### src/rtl/wb_stage_pkg.sv
// Shared definitions for the writeback stage: op encodings and lane masks.
package wb_stage_pkg;

  typedef enum logic [3:0] {
    WB_ALU  = 4'd0,
    WB_LB   = 4'd1,
    WB_LBU  = 4'd2,
    WB_LH   = 4'd3,
    WB_LHU  = 4'd4,
    WB_LW   = 4'd5,
    WB_LWL  = 4'd6,
    WB_LWR  = 4'd7,
    WB_NOWB = 4'd8
  } wb_op_e;

  localparam logic [3:0] LANES_ALL  = 4'b1111;
  localparam logic [3:0] LANES_NONE = 4'b0000;

endpackage

### src/rtl/wb_stage_if.sv
// Memory-stage to writeback-stage handshake bundle.
interface wb_stage_if;
  logic        mem_valid;
  logic        mem_ready;
  logic [3:0]  mem_op;
  logic [4:0]  mem_dest;
  logic [31:0] mem_result;
  logic [31:0] mem_rdata;
  logic [1:0]  mem_addr_lo;

  modport master (
    output mem_valid, mem_op, mem_dest, mem_result, mem_rdata, mem_addr_lo,
    input  mem_ready
  );

  modport slave (
    input  mem_valid, mem_op, mem_dest, mem_result, mem_rdata, mem_addr_lo,
    output mem_ready
  );
endinterface

### src/rtl/wb_stage_load_align.sv
// Load data alignment/extension and byte-lane mask generation (purely combinational).
module wb_stage_load_align
  import wb_stage_pkg::*;
(
  input  logic [3:0]  op,
  input  logic [1:0]  addr_lo,
  input  logic [31:0] rdata,
  input  logic [31:0] result,
  output logic [31:0] data,
  output logic [3:0]  mask,
  output logic        misaligned
);

  logic [4:0]  sh_r;
  logic [4:0]  sh_l;
  logic [1:0]  inv_a;
  logic [7:0]  byte_sel;
  logic [15:0] half_sel;

  always_comb begin
    inv_a    = 2'd3 - addr_lo;
    sh_r     = {addr_lo, 3'b000};
    sh_l     = {inv_a, 3'b000};
    byte_sel = rdata[sh_r +: 8];
    half_sel = addr_lo[1] ? rdata[31:16] : rdata[15:0];

    data       = 32'h0;
    mask       = LANES_NONE;
    misaligned = 1'b0;
    case (op)
      WB_ALU: begin
        data = result;
        mask = LANES_ALL;
      end
      WB_LB: begin
        data = {{24{byte_sel[7]}}, byte_sel};
        mask = LANES_ALL;
      end
      WB_LBU: begin
        data = {24'h0, byte_sel};
        mask = LANES_ALL;
      end
      WB_LH, WB_LHU: begin
        data       = {{16{half_sel[15] && (op == WB_LH)}}, half_sel};
        misaligned = addr_lo[0];
        mask       = misaligned ? LANES_NONE : LANES_ALL;
      end
      WB_LW: begin
        data       = rdata;
        misaligned = (addr_lo != 2'd0);
        mask       = misaligned ? LANES_NONE : LANES_ALL;
      end
      // Unaligned word halves: merge only the lanes this access supplies.
      WB_LWL: begin
        data = rdata << sh_l;
        mask = LANES_ALL << inv_a;
      end
      WB_LWR: begin
        data = rdata >> sh_r;
        mask = LANES_ALL >> addr_lo;
      end
      default: begin
        data = 32'h0;
        mask = LANES_NONE;
      end
    endcase
  end

endmodule

### src/rtl/wb_stage.sv
// Writeback stage: single stage register, halt control, register-file write and forwarding tap.
module wb_stage
  import wb_stage_pkg::*;
#(
  parameter int unsigned CNT_W = 32
) (
  input  logic             clk,
  input  logic             resetn,
  wb_stage_if.slave        mem,
  input  logic             halt,
  output logic [3:0]       rf_wen,
  output logic [4:0]       rf_waddr,
  output logic [31:0]      rf_wdata,
  output logic             fwd_valid,
  output logic [4:0]       fwd_dest,
  output logic [31:0]      fwd_data,
  output logic             fwd_partial,
  output logic             misalign,
  output logic [CNT_W-1:0] retired
);

  logic             wb_valid_q;
  logic [3:0]       op_q;
  logic [4:0]       dest_q;
  logic [31:0]      result_q;
  logic [31:0]      rdata_q;
  logic [1:0]       addr_q;
  logic [CNT_W-1:0] retired_q;

  logic [31:0] al_data;
  logic [3:0]  al_mask;
  logic        al_mis;
  logic [3:0]  eff_wen;
  logic        accept;
  logic        complete;

  wb_stage_load_align u_align (
    .op         (op_q),
    .addr_lo    (addr_q),
    .rdata      (rdata_q),
    .result     (result_q),
    .data       (al_data),
    .mask       (al_mask),
    .misaligned (al_mis)
  );

  assign mem.mem_ready = !wb_valid_q || !halt;

  always_comb begin
    accept      = mem.mem_valid && mem.mem_ready;
    complete    = wb_valid_q && !halt;
    eff_wen     = ((dest_q == 5'd0) || al_mis) ? LANES_NONE : al_mask;
    rf_wen      = complete ? eff_wen : LANES_NONE;
    rf_waddr    = dest_q;
    rf_wdata    = al_data;
    fwd_valid   = wb_valid_q && (eff_wen != LANES_NONE);
    fwd_dest    = dest_q;
    fwd_data    = al_data;
    fwd_partial = fwd_valid && (eff_wen != LANES_ALL);
    misalign    = complete && al_mis;
    retired     = retired_q;
  end

  always_ff @(posedge clk or negedge resetn) begin
    if (!resetn) begin
      wb_valid_q <= 1'b0;
      op_q       <= 4'd0;
      dest_q     <= 5'd0;
      result_q   <= 32'h0;
      rdata_q    <= 32'h0;
      addr_q     <= 2'd0;
      retired_q  <= '0;
    end else begin
      // A completing instruction is simply overwritten by a new transfer.
      if (accept) begin
        wb_valid_q <= 1'b1;
        op_q       <= mem.mem_op;
        dest_q     <= mem.mem_dest;
        result_q   <= mem.mem_result;
        rdata_q    <= mem.mem_rdata;
        addr_q     <= mem.mem_addr_lo;
      end else if (complete) begin
        wb_valid_q <= 1'b0;
      end
      if (complete) begin
        retired_q <= retired_q + CNT_W'(1);
      end
    end
  end

endmodule

### src/flat_wrapper.sv
// flat-port wrapper written by rule: the top's interface ports become plain ports
module wb_stage_flat import wb_stage_pkg::*;
#(
  parameter int unsigned CNT_W = 32
)
  (clk, resetn, halt, rf_wen, rf_waddr, rf_wdata, fwd_valid, fwd_dest, fwd_data, fwd_partial, misalign, retired, mem_mem_valid, mem_mem_op, mem_mem_dest, mem_mem_result, mem_mem_rdata, mem_mem_addr_lo, mem_mem_ready);
  wb_stage_if mem_i ();
  input  logic clk;
  input  logic resetn;
  input  logic halt;
  output logic [3:0] rf_wen;
  output logic [4:0] rf_waddr;
  output logic [31:0] rf_wdata;
  output logic fwd_valid;
  output logic [4:0] fwd_dest;
  output logic [31:0] fwd_data;
  output logic fwd_partial;
  output logic misalign;
  output logic [CNT_W-1:0] retired;
  input wire logic [$bits(mem_i.mem_valid)-1:0] mem_mem_valid;
  input wire logic [$bits(mem_i.mem_op)-1:0] mem_mem_op;
  input wire logic [$bits(mem_i.mem_dest)-1:0] mem_mem_dest;
  input wire logic [$bits(mem_i.mem_result)-1:0] mem_mem_result;
  input wire logic [$bits(mem_i.mem_rdata)-1:0] mem_mem_rdata;
  input wire logic [$bits(mem_i.mem_addr_lo)-1:0] mem_mem_addr_lo;
  output wire logic [$bits(mem_i.mem_ready)-1:0] mem_mem_ready;
  assign mem_i.mem_valid = mem_mem_valid;
  assign mem_i.mem_op = mem_mem_op;
  assign mem_i.mem_dest = mem_mem_dest;
  assign mem_i.mem_result = mem_mem_result;
  assign mem_i.mem_rdata = mem_mem_rdata;
  assign mem_i.mem_addr_lo = mem_mem_addr_lo;
  assign mem_mem_ready = mem_i.mem_ready;
  wb_stage #(.CNT_W(CNT_W)) u_core (.clk(clk), .resetn(resetn), .mem(mem_i), .halt(halt), .rf_wen(rf_wen), .rf_waddr(rf_waddr), .rf_wdata(rf_wdata), .fwd_valid(fwd_valid), .fwd_dest(fwd_dest), .fwd_data(fwd_data), .fwd_partial(fwd_partial), .misalign(misalign), .retired(retired));
endmodule
### config.mk
export PLATFORM = sky130hd
export DESIGN_NAME = wb_stage_flat
export DESIGN_NICKNAME = d
export VERILOG_FILES = /design/src/rtl/wb_stage_pkg.sv /design/src/rtl/wb_stage_if.sv /design/src/rtl/wb_stage_load_align.sv /design/src/rtl/wb_stage.sv /design/src/flat_wrapper.sv
export SDC_FILE = /design/constraint.sdc
export NUM_CORES = 1
export LEC_CHECK = 0
export ABC_AREA = 0
export BUFFER_PORTS_ARGS = -buffer_cell sky130_fd_sc_hd__buf_2
export CAP_MARGIN = 5
export CORE_ASPECT_RATIO = 0.9
export CORE_MARGIN = 10
export CORE_UTILIZATION = 47
export DETAILED_ROUTE_END_ITERATION = 10
export GPL_TIMING_DRIVEN = 1
export PLACE_DENSITY_LB_ADDON = 0.3
export SLEW_MARGIN = 5
export SYNTH_ARGS = -nofsm -noshare
export SYNTH_HDL_FRONTEND = slang
export SYNTH_SLANG_ARGS = --single-unit
export TNS_END_PERCENT = 10
### constraint.sdc
create_clock -name clk -period 2.4 [get_ports clk]
set_input_delay 0.72 -clock clk [delete_from_list [all_inputs] [get_ports clk]]
set_output_delay 0.72 -clock clk [all_outputs]
set_load 0.02 [all_outputs]
# Yosys cells after proc, flatten, opt, wreduce, memory -nomap -nowiden

Cells that the tools add are included.

Add/subtract/negate cells: 2
$mul: 0
Divide/modulo/power cells: 0
Order comparisons: 0
Eq/ne operators: 8
Shift-type cells: 5
Muxes and demuxes: 10
Bitwise operators: 0
Reduce and logical (&&, ||, !) cells: 17

Operators with widths:

| cell                  | number |
|---|---|
| $pmux 32 s7           | 1 |
| $add 32x1->32 const B | 1 |
| $shiftx 32x6->8       | 1 |
| $shl 32x5->32         | 1 |
| $shr 32x5->32         | 1 |
| $pmux 4 s5            | 1 |
| $eq 4x3->1 const B    | 4 |
| $mux 16               | 1 |
| $mux 4                | 4 |
| $eq 4x2->1 const B    | 2 |
| $logic_and 1x1->1     | 6 |
| $logic_not 5->1       | 1 |
| $eq 4x1->1 const B    | 1 |
| $logic_not 4->1       | 1 |
| $ne 4x4->1 const B    | 1 |
| $reduce_bool 2->1     | 2 |
| $reduce_bool 4->1     | 1 |
| $shl 4x2->4 const A   | 1 |
| $shr 4x2->4 const A   | 1 |
| $reduce_or 3->1       | 1 |
| $logic_not 1->1       | 2 |
| $logic_or 1x1->1      | 2 |
| $mux 1                | 2 |
| $pmux 1 s2            | 1 |
| 2 further kinds       | 2 |

Flip-flop bits (word level): 108
Latch bits: 0
Memory bits (writable): 0
ROM bits: 0
Input port bits: 79
Output and inout bits: 114
Memories: 0

# Logic depth before layout (Yosys ltp)

Gate-level depths: netlist of run 1.

Depth after elaboration: 8
Mapped depth: 8

# Hierarchy

Synthesis of run 1 repeated with hierarchy kept, for this count alone.

Cell total of the unflattened synthesis: 609
Area total of the unflattened synthesis: 6672.6 µm²

By module, submodules not included:

| module              | instances | cells each | area an instance (µm²) | seq. area each (µm²) |
|---|---|---|---|---|
| wb_stage            | 1         | 345        | 4744.6                 | 2702.6 |
| wb_stage_load_align | 1         | 264        | 1928.1                 | 0.0 |

# Least setup slack after synthesis of run 1

OpenSTA, ideal clock, no wires.

Path type: register -> output
Start: register u_core.addr_q[0]
End: output rf_wdata[17]
Data arrival time: 2.048 ns
Data required time: 1.680 ns
Path slack: -0.368 ns
Cell stages (with the launch flop): 9
Cells stage by stage: dfrtp_1 buf_6 mux4_2 buf_6 mux2_4 nand3_4 buf_8 o211ai_1 buf_4

Longest elaborated chain between the ends: 3

Ends and longest elaborated chain:

| what                     | line                      | RTL |
|---|---|---|
| start: declaration       | wb_stage.sv:27            | `logic [1:0] addr_q;` |
| start signal: assignment | wb_stage.sv:81            | `addr_q <= mem.mem_addr_lo;` |
| $sub 2x2->2              | wb_stage_load_align.sv:21 | `inv_a = 2'd3 - addr_lo;` |
| $shl 32x5->32            | wb_stage_load_align.sv:55 | `data = rdata << sh_l;` |
| $pmux 32 s7 *            | wb_stage_load_align.sv:30 | `case (op)` |
| end: declaration         | flat_wrapper.sv:13        | `output logic [31:0] rf_wdata;` |

Every way passes the cells marked *; elsewhere a longest branch is shown, timed or not.

# Worst setup path after layout of run 1

Start: register u_core.addr_q[0]
End: output fwd_data[11]

Longest elaborated chain between the ends: 3

Ends and longest elaborated chain:

| what             | line                      | RTL |
|---|---|---|
| $sub 2x2->2      | wb_stage_load_align.sv:21 |  |
| $shl 32x5->32    | wb_stage_load_align.sv:55 |  |
| $pmux 32 s7 *    | wb_stage_load_align.sv:30 |  |
| end: declaration | flat_wrapper.sv:16        | `output logic [31:0] fwd_data;` |

Marked as above.

==> results of run 1 <==
## synthesized netlist by cell type, drive strengths merged (12+ instances only)
master and number:
o211ai 15, nand2 30, nand3 15, mux2 92
clkbuf 16, a22o 14, dfrtp 108, a221oi 12
a222oi 15, buf 62, xnor2 26, o21ai 13
nand4 13
## layer usage
layer | share of wire [%] | routed length (um) | up-vias
li1 | - | - | 2526
met1 | 41 | 9041 | 2813
met2 | 46 | 10090 | 328
met3 | 12 | 2535 | 23
met4 | 0.99 | 218 | 6
met5 | 0.18 | 39 | -
## worst register-to-register path, stage by stage, from the launching register on
cell	delay, ns
dfrtp_1	0.45
ha_1	0.24
nand4b_1	0.21
nor4_2	0.33
buf_4	0.22
nand4_1	0.13
xnor2_1	0.15
## power by group
| group | switching (mW) | internal [mW] |
|---|---|---|
| registers | 0.283 | 2.05 |
| logic | 1.57 | 1.33 |
| clock network | 0.699 | 0.810 |
## metrics by stage
stage | util, % | worst slack [ns] | TNS [ns]
2_1_floorplan | - | -0.3679 | -9.745
3_3_place_gp | 60.25 | -0.2653 | -12.26
3_5_place_dp | 60.25 | -0.3167 | -13.28
4_1_cts | 64.62 | -0.5554 | -33.64
5_1_grt | 65.46 | -0.6232 | -38.78
6_report | 65.48 | -0.5811 | -33.78
## kinds of logic (layout without fill, tap and decap cells)
family                   count (synthesis)  in the layout  share of synthesized area (%)
AO/OA/AOI/OAI                          110            110                          14.11
XOR/XNOR                                32             32                          4.478
adder cells (fa/ha/maj)                  1              1                         0.1999
buffers and inverters                   80            315                          7.737
flip-flops                             108            108                          43.18
multiplexers                           100            100                          19.49
other                                    0              2                              0
AND/OR/NAND/NOR                        115            115                          10.80
## layout make-up
type / count / area [sq um]
clock inverter: 5 / 60.06
clock buffer: 10 / 229.0
antenna: 2 / 5.005
timing repair buffer: 298 / 2021
sequential: 108 / 2709
multi-input combinational: 358 / 3199
fill: 1036 / 4447
inverter: 2 / 7.507
tap: 164 / 205.2
## worst max-delay path by stage
stage	start	endpoint	slack [ns]	cells past startpoint
floorplan	u_core.addr_q[0]	rf_wdata[17]	-0.37	8
global placement	u_core.op_q[1]	fwd_data[0]	-0.27	6
detailed placement	u_core.op_q[1]	fwd_data[0]	-0.32	6
CTS	u_core.addr_q[0]	rf_wdata[16]	-0.56	5
global route	u_core.addr_q[0]	fwd_data[11]	-0.62	6
finish	u_core.addr_q[0]	fwd_data[11]	-0.58	6
## registers in the layout, summed over array words and instances (netlist names)
signal and cells:
u_core.addr_q 2, u_core.retired 32, u_core.op_q 4, u_core.fwd_dest 5, u_core.wb_valid_q 1, u_core.result_q 32
u_core.rdata_q 32
## what timing repair did
item,in CTS,in global routing
pin swaps,14,15
setup endpoints to repair,71,71
buffers inserted,11,3
cloned,1,0
resized for setup,51,22
==> results.md, run 1 <==
* Number of enable flip-flop cells after synthesis at 0
* Die X at 141.6 um
* Setup violators final at 70
* F_max at 335.4 MHz
* Largest net degree at the start of global routing at 47
* TritonRoute pass-1 iters at 7
* Top-area cell type share of the netlist area at 43.18%
* Most common cell after layout, fill and taps aside: buf_2
* Overall Global Routing Usage at 23.26%
* Total Wirelength at 21.93 mm
* Dpl cells at 915
* Slew headroom at 67.37%
* Post-DP Area at 7761 sq um
* R2r setup slk at 0.56 ns
* GRT met3 Usage at 9.496%
* CTS tree: yes
* RSZ-0062 raised after global routing: yes
* Cell variety after synth at 56
* Hold Vio Cnt, Final at 0
* Total power at 6.750 mW
* Area grow syn2layout at 34.79%
* Worst Path Buf+Inv at 2
* First-pass GRT wire length at 33.69 mm
* Grt met1 use at 29.92%
* Syn_area_per_cell at 11.46 sq um
* Top-Level Pins at 193
* Sequential share of the synthesized area at 43.18%
* Met2 global-route usage at 36.54%
* CTS Buf Count at 9
* Top Family by Delay on Critical Path: compound AO/OA/AOI/OAI gates
* RePlAce Congestion at 0.9400
* Antenna Nets Post-Route at 0
* CP Launch Type: register
* Hold Path Class: input port to async pin
* Worst EP arrival at 2.26 ns
* Clock Path Buffers at 2
* Crit-path cells: mux4_2 -> buf_6 -> a22o_1 -> a31oi_1 -> o211ai_1 -> buf_4
* Die Span Y at 129.5 um
* Worst Max-Slew Pin Slew at 0.4894 ns
* Core region area at 12,880 sq um
* Detailed Route Iter0 Violations at 587
* Worst-Skew Late Latency at 0.36 ns
* Max Fanout on Critical Path at 9
* Initial antenna violation count at 5
* Max_cap viols at 0
* Number of synthesized register bits at 108
* WP data required at 1.68 ns
* Mapped cell area at 6259 sq um
* Min Hold Slack at 0.3118 ns
* Most frequent cells in the layout: 162 x buf_2, 111 x buf_4, 103 x dfrtp_1
* Final number of max-transition violations at 0
* Clk sink count at 108
* Worst Skew at 0.005025 ns
* Final non-filler cell area at 8436 sq um
* GRT overflow at 0
* DR WL/cell at 23.15 um
* Critical R2R Launch: u_core.retired[0]
* Failing checks: setup timing
* Initial Util at 48.58%
* Peak VDD IR at 0.4833 mV
* Hold_buf cts at 0
* CTS root buffer: clkbuf_16
* Fin cells at 947
* Via count at 5,696
* Number of H-tree levels at 3
* R2r worst-path depth at 6
* Synth area leaders: dfrtp_1 43%, mux2_2 16%, buf_4 4.4%
* Cell leakage power at 3.949 nW
* Status: finished, violations left
* DRC at 0
* CP max stage cell: mux4_2
* Cells after synthesis at 546
* Slowest Stage Delay on Critical Path at 0.55 ns
* CP endpoint kind: output pin
* Hpwl dp at 16.55 mm
* Critical path class: register to output pin
* Period minus WS final at 2.981 ns
* GR peak layer: met2
* Syn nets at 626
* Vias in the first global route at 5,849
* Die Area at 18,340 sq um
* Main synth FF type: dfrtp_1
* Final Net Count at 857
* R2r endpoint: u_core.retired[28]
* FFs w/ async S/R, synth at 100.0%
* FP Rows at 39
* Port Buffers at 192
* Clk slew on worst S/H paths at 0.07 ns
* Fin crit share at 124.2%
* Pwr dens at 800.2 nW/um^2
* Vias per cell at 6.015
* Synthesis Warnings at 0
* Largest area contributor in the netlist: dfrtp_1
* Share of cells above drive strength 1 at 56.47%
* Worst setup margin at -0.5811 ns
(Power assumes the default switching activity.)
==> run 2, diff against run 1 <==
--- a/config.mk
+++ b/config.mk
@@ -10,12 +10,13 @@
 export CAP_MARGIN = 5
 export CORE_ASPECT_RATIO = 0.9
 export CORE_MARGIN = 10
-export CORE_UTILIZATION = 47
+export CORE_UTILIZATION = 48
 export DETAILED_ROUTE_END_ITERATION = 10
 export GPL_TIMING_DRIVEN = 1
 export PLACE_DENSITY_LB_ADDON = 0.3
 export SLEW_MARGIN = 5
 export SYNTH_ARGS = -nofsm -noshare
 export SYNTH_HDL_FRONTEND = slang
+export SYNTH_HIERARCHICAL = 1
 export SYNTH_SLANG_ARGS = --single-unit
 export TNS_END_PERCENT = 10
==> results.md, run 2 <==
* Pwr dens at 768.1 nW/um^2 (-4.0%)
* Clk pwr share at 20.0% (-2.4 points)
* Cells after synthesis at 609 (+12%)
* Sw Ratio at 38.97% (+1.1 points)
* Die X at 144.3 um (+1.9%)
* Area grow syn2layout at 38.98%
* Most frequent cell after synthesis: dfrtp_1
* Initial Util at 49.56% (+0.98 points)
* R2r setup slk at 0.58 ns (+0.02 ns)
* Fin crit share at 129.2% (+5.0 points)
* Worst setup margin at -0.7007 ns (-0.1196 ns)
* WP data required at 1.68 ns (about the same)
* Final Util at 68.88% (+3.4 points)
* Crit path capture: rf_wdata[9]
* CP startpoint: u_core/rdata_q[7]
* Period minus WS final at 3.101 ns (+0.1196 ns)
* CP Launch Type: register
* Failing checks: setup timing
* R2r worst-path depth at 5 (-1)
* Top-area cell type share of the netlist area at 40.50% (-2.7 points)
* RePlAce Congestion at 0.9499 (+1.1%)
* Int Pwr at 4.348 mW (+3.7%)
* GRT met3 Usage at 7.385% (-2.1 points)
* Synth cell count leaders: 108 x dfrtp_1, 84 x mux2_2, 44 x nand2_1
* Core region area at 13,460 sq um (+4.5%)
* Worst Path Buf+Inv at 1 (-1)
* Syn nets at 689 (+10%)
* Top-Level Pins at 193 (unchanged)
* Die Span Y at 131.9 um (+1.8%)
* Fin cells at 1,033 (+9.1%)
* Met2 global-route usage at 36.63% (+0.094 points)
* Status: finished, violations left
* TritonRoute pass-1 iters at 7 (unchanged)
* Clk slew on worst S/H paths at 0.07 ns (about the same)
* Mapped cell area at 6673 sq um (+6.6%)
* Setup violators final at 71 (+1.4%)
* Final Net Count at 939 (+9.6%)
* GRT overflow at 0 (unchanged)
* FP Rows at 40 (+2.6%)
* Number of enable flip-flop cells after synthesis at 0 (unchanged)
* Main synth FF type: dfrtp_1
* FFs w/ async S/R, synth at 100.0% (unchanged)
* Psw at 2.776 mW (+8.6%)
* Reg power frac at 33.0% (-1.6 points)
* RSZ-0062 raised after global routing: yes
* First-pass GRT wire length at 35.71 mm (+6.0%)
* Slew headroom at 69.95% (+2.6 points)
* Overall Global Routing Usage at 23.62% (+0.36 points)
* Top Family by Delay on Critical Path: multiplexers
* DRC at 0 (unchanged)
* CP max stage cell: mux4_2
* Antenna Nets Post-Route at 0 (unchanged)
* Hold_buf cts at 0 (unchanged)
* Worst-Skew Late Latency at 0.36 ns (about the same)
* R2r endpoint: u_core/retired[22]
* Synthesis Warnings at 6 (+6)
* CP endpoint kind: output pin
* Vias per cell at 6.079 (+1.1%)
* Worst Skew at 0.007864 ns (+0.002838 ns)
* Clock Path Buffers at 2 (unchanged)
* Peak VDD IR at 0.5918 mV (+22%)
* Die Area at 19,020 sq um (+3.7%)
* CTS Buf Count at 9 (unchanged)
* DR WL/cell at 22.96 um (-0.82%)
* Max_cap viols at 0 (unchanged)
* Cell variety after synth at 65 (+16%)
* Slowest Stage Delay on Critical Path at 0.54 ns (about the same)
* Most frequent cells in the layout: 166 x buf_2, 111 x buf_4, 104 x dfrtp_1
* Syn_area_per_cell at 10.96 sq um (-4.4%)
* Grt met1 use at 30.99% (+1.1 points)
* Share of cells above drive strength 1 at 57.36% (+0.89 points)
* CTS root buffer: clkbuf_16
* Port Buffers at 192 (unchanged)
* F_max at 322.5 MHz (-3.9%)
* Worst Max-Slew Pin Slew at 0.4508 ns (-0.03860 ns)
* Synth area leaders: dfrtp_1 41%, mux2_2 14%, buf_4 4.2%
* Critical path class: register to output pin
* Largest area contributor in the netlist: dfrtp_1
* Hpwl dp at 17.21 mm (+4.0%)
* Number of synthesized register bits at 108 (unchanged)
* Crit-path cells: mux4_2 -> a21boi_4 -> a211oi_1 -> or4_4 -> buf_2
* Logic gate share of total power at 47.0% (+4.0 points)
* Largest net degree at the start of global routing at 44 (-6.4%)
* Clk sink count at 108 (unchanged)
* Hold Vio Cnt, Final at 0 (unchanged)
* Cell leakage power at 4.478 nW (+13%)
* TNS Setup at -39.57 ns (-5.785 ns)
* Dpl cells at 995 (+8.7%)
* Number of H-tree levels at 3 (unchanged)
* Via count at 6,280 (+10%)
* Final number of max-transition violations at 0 (unchanged)
* Most common cell after layout, fill and taps aside: buf_2
* Hold Path Class: input port to async pin
* GR peak layer: met2
* Critical R2R Launch: u_core/retired[0]
* Initial antenna violation count at 2 (-3)
* Detailed Route Iter0 Violations at 755 (+29%)
* Max Fanout on Critical Path at 4 (-5)
* Critical path depth at 5 (-1)
* Total Wirelength at 23.72 mm (+8.2%)
* Sequential share of the synthesized area at 40.50% (-2.7 points)
* CTS tree: yes
* Vias in the first global route at 6,447 (+10%)
* Worst EP arrival at 2.38 ns (+0.12 ns)
* Fillcell total at 973 (-6.1%)
==> run 2: changes by cell type after synthesis, sizes merged, moves of 7 or more <==
| cell | delta |
|---|---|
| a32o | +7 |
| nand2 | +14 |
| a31oi | -7 |
| xnor2 | -8 |
| xor2 | +7 |
| mux2 | -8 |
| o211ai | -11 |
| nor2 | +10 |
| mux2i | +24 |
==> run 2: kinds of logic after synthesis <==
group	count (synthesis)	synth area share, %
flops	108	40.50
compound gates	115	14.34
fa+ha+maj	1	0.1875
mux	112	19.13
simple gates	157	13.84
xor+xnor	31	4.069
buf+inv	85	7.932
==> run 2: worst min path at each step <==
stage | from | end | slack [ns] | cells past startpoint
6_report | resetn | u_core/result_q[25] | 0.30 | 1
5_1_grt | resetn | u_core/result_q[25] | 0.32 | 1
4_1_cts | resetn | u_core/result_q[25] | 0.30 | 1
3_5_place_dp | u_core/retired[31] | u_core/retired[31] | 0.46 | 1
3_3_place_gp | u_core/retired[31] | u_core/retired[31] | 0.45 | 1
2_1_floorplan | resetn | u_core/addr_q[0] | 0.42 | 0
==> run 2: what timing repair did <==
item | CTS | global route
gates resized for setup | 87 | 40
endpoints found under the setup margin | 71 | 71
buffers inserted | 15 | 3
pin swaps | 24 | 28
gates cloned | 4 | 0
==> run 2: metal layers <==
layer,wire length [um],vias up
met4,454,0
met1,9817,3097
met5,0,-
li1,-,2777
met3,2259,47
met2,11190,359
==> run 2: worst reg2reg max path: cells and delay by family, from the launching register on <==
family,cells,cell delay [ns]
and+or+nand+nor,3,0.91
DFF,1,0.43
adders and majority gates,1,0.20
xor gates and xnor gates,1,0.17
==> run 2: cell type report <==
class / count / area, sq um / area share, %
multi-input cells: 416 / 3755 / 40.49
flip-flops and latches: 108 / 2708 / 29.20
repair buffers: 317 / 2286 / 24.65
clock buffers: 10 / 229.0 / 2.469
well taps: 168 / 210.2 / 2.267
clock inverters: 5 / 45.04 / 0.4857
inverters: 7 / 36.28 / 0.3913
diodes: 2 / 5.005 / 0.05397
==> run 2: power by group through the flow <==
stage	clock [mW]	combinational [mW]	sequential, mW
6_report	1.42	3.35	2.35
3_5_place_dp	0	2.83	2.36
3_3_place_gp	0	2.79	2.35
5_1_grt	1.54	3.52	2.38
2_1_floorplan	0	1.85	2.35
4_1_cts	1.45	3.16	2.33
==> run 2: per-stage QoR <==
step                      hold slack [ns]  power (mW)  setup WS, ns  instance area (sq um)
after floorplan                    0.4244       4.199       -0.2759                   6808
after global placement             0.4511       5.141       -0.2582                   8288
after detailed placement           0.4647       5.191       -0.2895                   8288
after CTS                          0.3037       6.950       -0.6707                   9077
after global routing               0.3162       7.450       -0.7401                   9271
final                              0.2977       7.124       -0.7007                   9274
==> run 3, diff against run 2 <==
--- a/config.mk
+++ b/config.mk
@@ -13,7 +13,8 @@
 export CORE_UTILIZATION = 48
 export DETAILED_ROUTE_END_ITERATION = 10
 export GPL_TIMING_DRIVEN = 1
-export PLACE_DENSITY_LB_ADDON = 0.3
+export HOLD_SLACK_MARGIN = 0.1
+export PLACE_DENSITY = 0.86
 export SLEW_MARGIN = 5
 export SYNTH_ARGS = -nofsm -noshare
 export SYNTH_HDL_FRONTEND = slang
==> results.md, run 3 (synthesis gave the netlist of run 2 again) <==
* Total Wirelength at 22.83 mm (-3.8%)
* Area grow syn2layout at 34.48%
* Dpl cells at 982 (-1.3%)
* Detailed Route Iter0 Violations at 728 (-3.6%)
* Cell leakage power at 4.336 nW (-3.2%)
* CTS root buffer: clkbuf_16
* Final number of max-transition violations at 0 (unchanged)
* Vias in the first global route at 6,204 (-3.8%)
* Worst-Skew Late Latency at 0.37 ns (about the same)
* Largest net degree at the start of global routing at 61 (+39%)
* TritonRoute pass-1 iters at 5 (-2)
* Overall Global Routing Usage at 22.92% (-0.69 points)
* CP endpoint kind: output pin
* Core region area at 13,460 sq um (unchanged)
* Setup violators final at 71 (unchanged)
* Worst Skew at 0.01189 ns (+0.004024 ns)
* Die Span Y at 131.9 um (unchanged)
* R2r worst-path depth at 5 (unchanged)
* Fin cells at 1,007 (-2.5%)
* Clk pwr share at 22.6% (+2.6 points)
* Slew headroom at 71.47% (+1.5 points)
* Antenna Nets Post-Route at 0 (unchanged)
* Clk sink count at 108 (unchanged)
* First-pass GRT wire length at 34.78 mm (-2.6%)
* Initial antenna violation count at 1 (-1)
* Worst EP arrival at 2.41 ns (+0.03 ns)
* Crit path capture: rf_wdata[11]
* Failing checks: setup timing
* GRT overflow at 0 (unchanged)
* DRC at 0 (unchanged)
* TNS Setup at -38.39 ns (+1.181 ns)
* R2r setup slk at 0.67 ns (+0.09 ns)
* Initial Util at 49.56% (unchanged)
* Share of cells above drive strength 1 at 54.95% (-2.4 points)
* Hpwl dp at 16.85 mm (-2.1%)
* Hold Path Class: input port to async pin
* Reg power frac at 33.1% (about the same)
* RSZ-0062 raised after global routing: yes
* CTS Buf Count at 9 (unchanged)
* Peak VDD IR at 0.4648 mV (-21%)
* Port Buffers at 192 (unchanged)
* WP data required at 1.68 ns (about the same)
* DR WL/cell at 22.67 um (-1.3%)
* Hold_buf cts at 0 (unchanged)
* F_max at 319.6 MHz (-0.89%)
* Clock Path Buffers at 2 (unchanged)
* CP startpoint: u_core/addr_q[0]
* Logic gate share of total power at 44.3% (-2.7 points)
* CP max stage cell: mux4_2
* Via count at 6,222 (-0.92%)
* Int Pwr at 4.319 mW (-0.67%)
* Ant. Diodes at 0 (-2)
* Die Area at 19,020 sq um (unchanged)
* Slowest Stage Delay on Critical Path at 0.55 ns (about the same)
* Number of H-tree levels at 3 (unchanged)
* Fin crit share at 130.4% (+1.2 points)
* Pwr dens at 790.2 nW/um^2 (+2.9%)
* FP Rows at 40 (unchanged)
* R2r endpoint: u_core/retired[16]
* Max Fanout on Critical Path at 6 (+2)
* CTS tree: yes
* Vias per cell at 6.179 (+1.6%)
* Status: finished, violations left
* Critical R2R Launch: u_core/retired[0]
* Worst setup margin at -0.7285 ns (-0.02781 ns)
* CP Launch Type: register
* Clk slew on worst S/H paths at 0.07 ns (about the same)
* Most common cell after layout, fill and taps aside: buf_2
* Hold Vio Cnt, Final at 0 (unchanged)
* RePlAce Congestion at 0.9474 (-0.26%)
* Period minus WS final at 3.129 ns (+0.02781 ns)
* Worst Max-Slew Pin Slew at 0.4240 ns (-0.02682 ns)
* Sw Ratio at 39.09% (+0.12 points)
* Critical path class: register to output pin
* Die X at 144.3 um (unchanged)
* Psw at 2.772 mW (-0.15%)
* Top-Level Pins at 193 (unchanged)
* Max_cap viols at 0 (unchanged)
* Min Hold Slack at 0.3338 ns (+0.03607 ns)
* Final Net Count at 914 (-2.7%)
* Most frequent cells in the layout: 165 x buf_2, 106 x dfrtp_1, 97 x buf_4
* Crit-path cells: mux4_2 -> a21boi_4 -> a211oi_1 -> or4_4 -> buf_2
## run 3: changes by cell type in the layout (fill, tap and decap cells not counted), sizes merged
cell	previous run	this run
buf	315	291
bufbuf	2	0
diode	2	0
clkinv	3	4
bufinv	0	1
## run 3: layout make-up
cell class,count,area (sq um)
clock buffers,9,225.2
inverters,7,33.78
flip-flops and latches,108,2705
fillers,963,4489
multi-input cells,416,3700
repair buffers,292,1999
well taps,168,210.2
clock inverters,7,100.1
## run 3: worst min path at each step
stage | from | end | slack (ns) | cells past startpoint
2_1_floorplan | resetn | u_core/addr_q[0] | 0.42 | 0
3_3_place_gp | u_core/retired[31] | u_core/retired[31] | 0.45 | 1
3_5_place_dp | u_core/retired[31] | u_core/retired[31] | 0.46 | 1
4_1_cts | resetn | u_core/rdata_q[4] | 0.34 | 2
5_1_grt | resetn | u_core/rdata_q[3] | 0.36 | 2
6_report | resetn | u_core/rdata_q[4] | 0.33 | 2
## run 3: metrics by stage
stage / setup WS, ns / cell area, sq um / util, % / total power, mW
after floorplan: -0.2759 / 6808 / - / 4.199
after global placement: -0.2276 / 8189 / 60.83 / 5.104
after detailed placement: -0.2570 / 8189 / 60.83 / 5.152
after CTS: -0.6707 / 8812 / 65.46 / 6.951
after global routing: -0.7697 / 8974 / 66.65 / 7.403
final: -0.7285 / 8974 / 66.65 / 7.091
## run 3: repair_timing
action / 4_1_cts / 5_1_grt
cloned: 1 / 1
pin swaps: 15 / 11
buffers inserted: 6 / 1
endpoints found under the setup margin: 71 / 71
endpoints found under the hold margin: 0 / 0
gates resized for setup: 66 / 33
## run 3: per-layer routing
| metal | GRT usage, % | up-vias | wire [um] |
|---|---|---|---|
| li1 | - | 2728 | - |
| met1 | 29.49 | 3018 | 8828 |
| met2 | 36.10 | 419 | 10650 |
| met3 | 7.313 | 57 | 2796 |
| met4 | 6.061 | 0 | 546 |
| met5 | 0 | - | 0 |
## run 3: power by group through the flow
stage	logic, mW	clock network [mW]	registers, mW
global route	3.32	1.71	2.38
CTS	2.98	1.63	2.33
detailed placement	2.80	0	2.35
global placement	2.76	0	2.34
floorplan	1.85	0	2.35
finish	3.14	1.60	2.35
## run 3: critical path: cells and delay by family, from the launching register on
kind	cells	cell delay (ns)
flip-flops	1	0.38
AO/OA/AOI/OAI	2	0.44
AND/OR/NAND/NOR	1	0.50
multiplexers	1	0.55
buffers and inverters	1	0.18
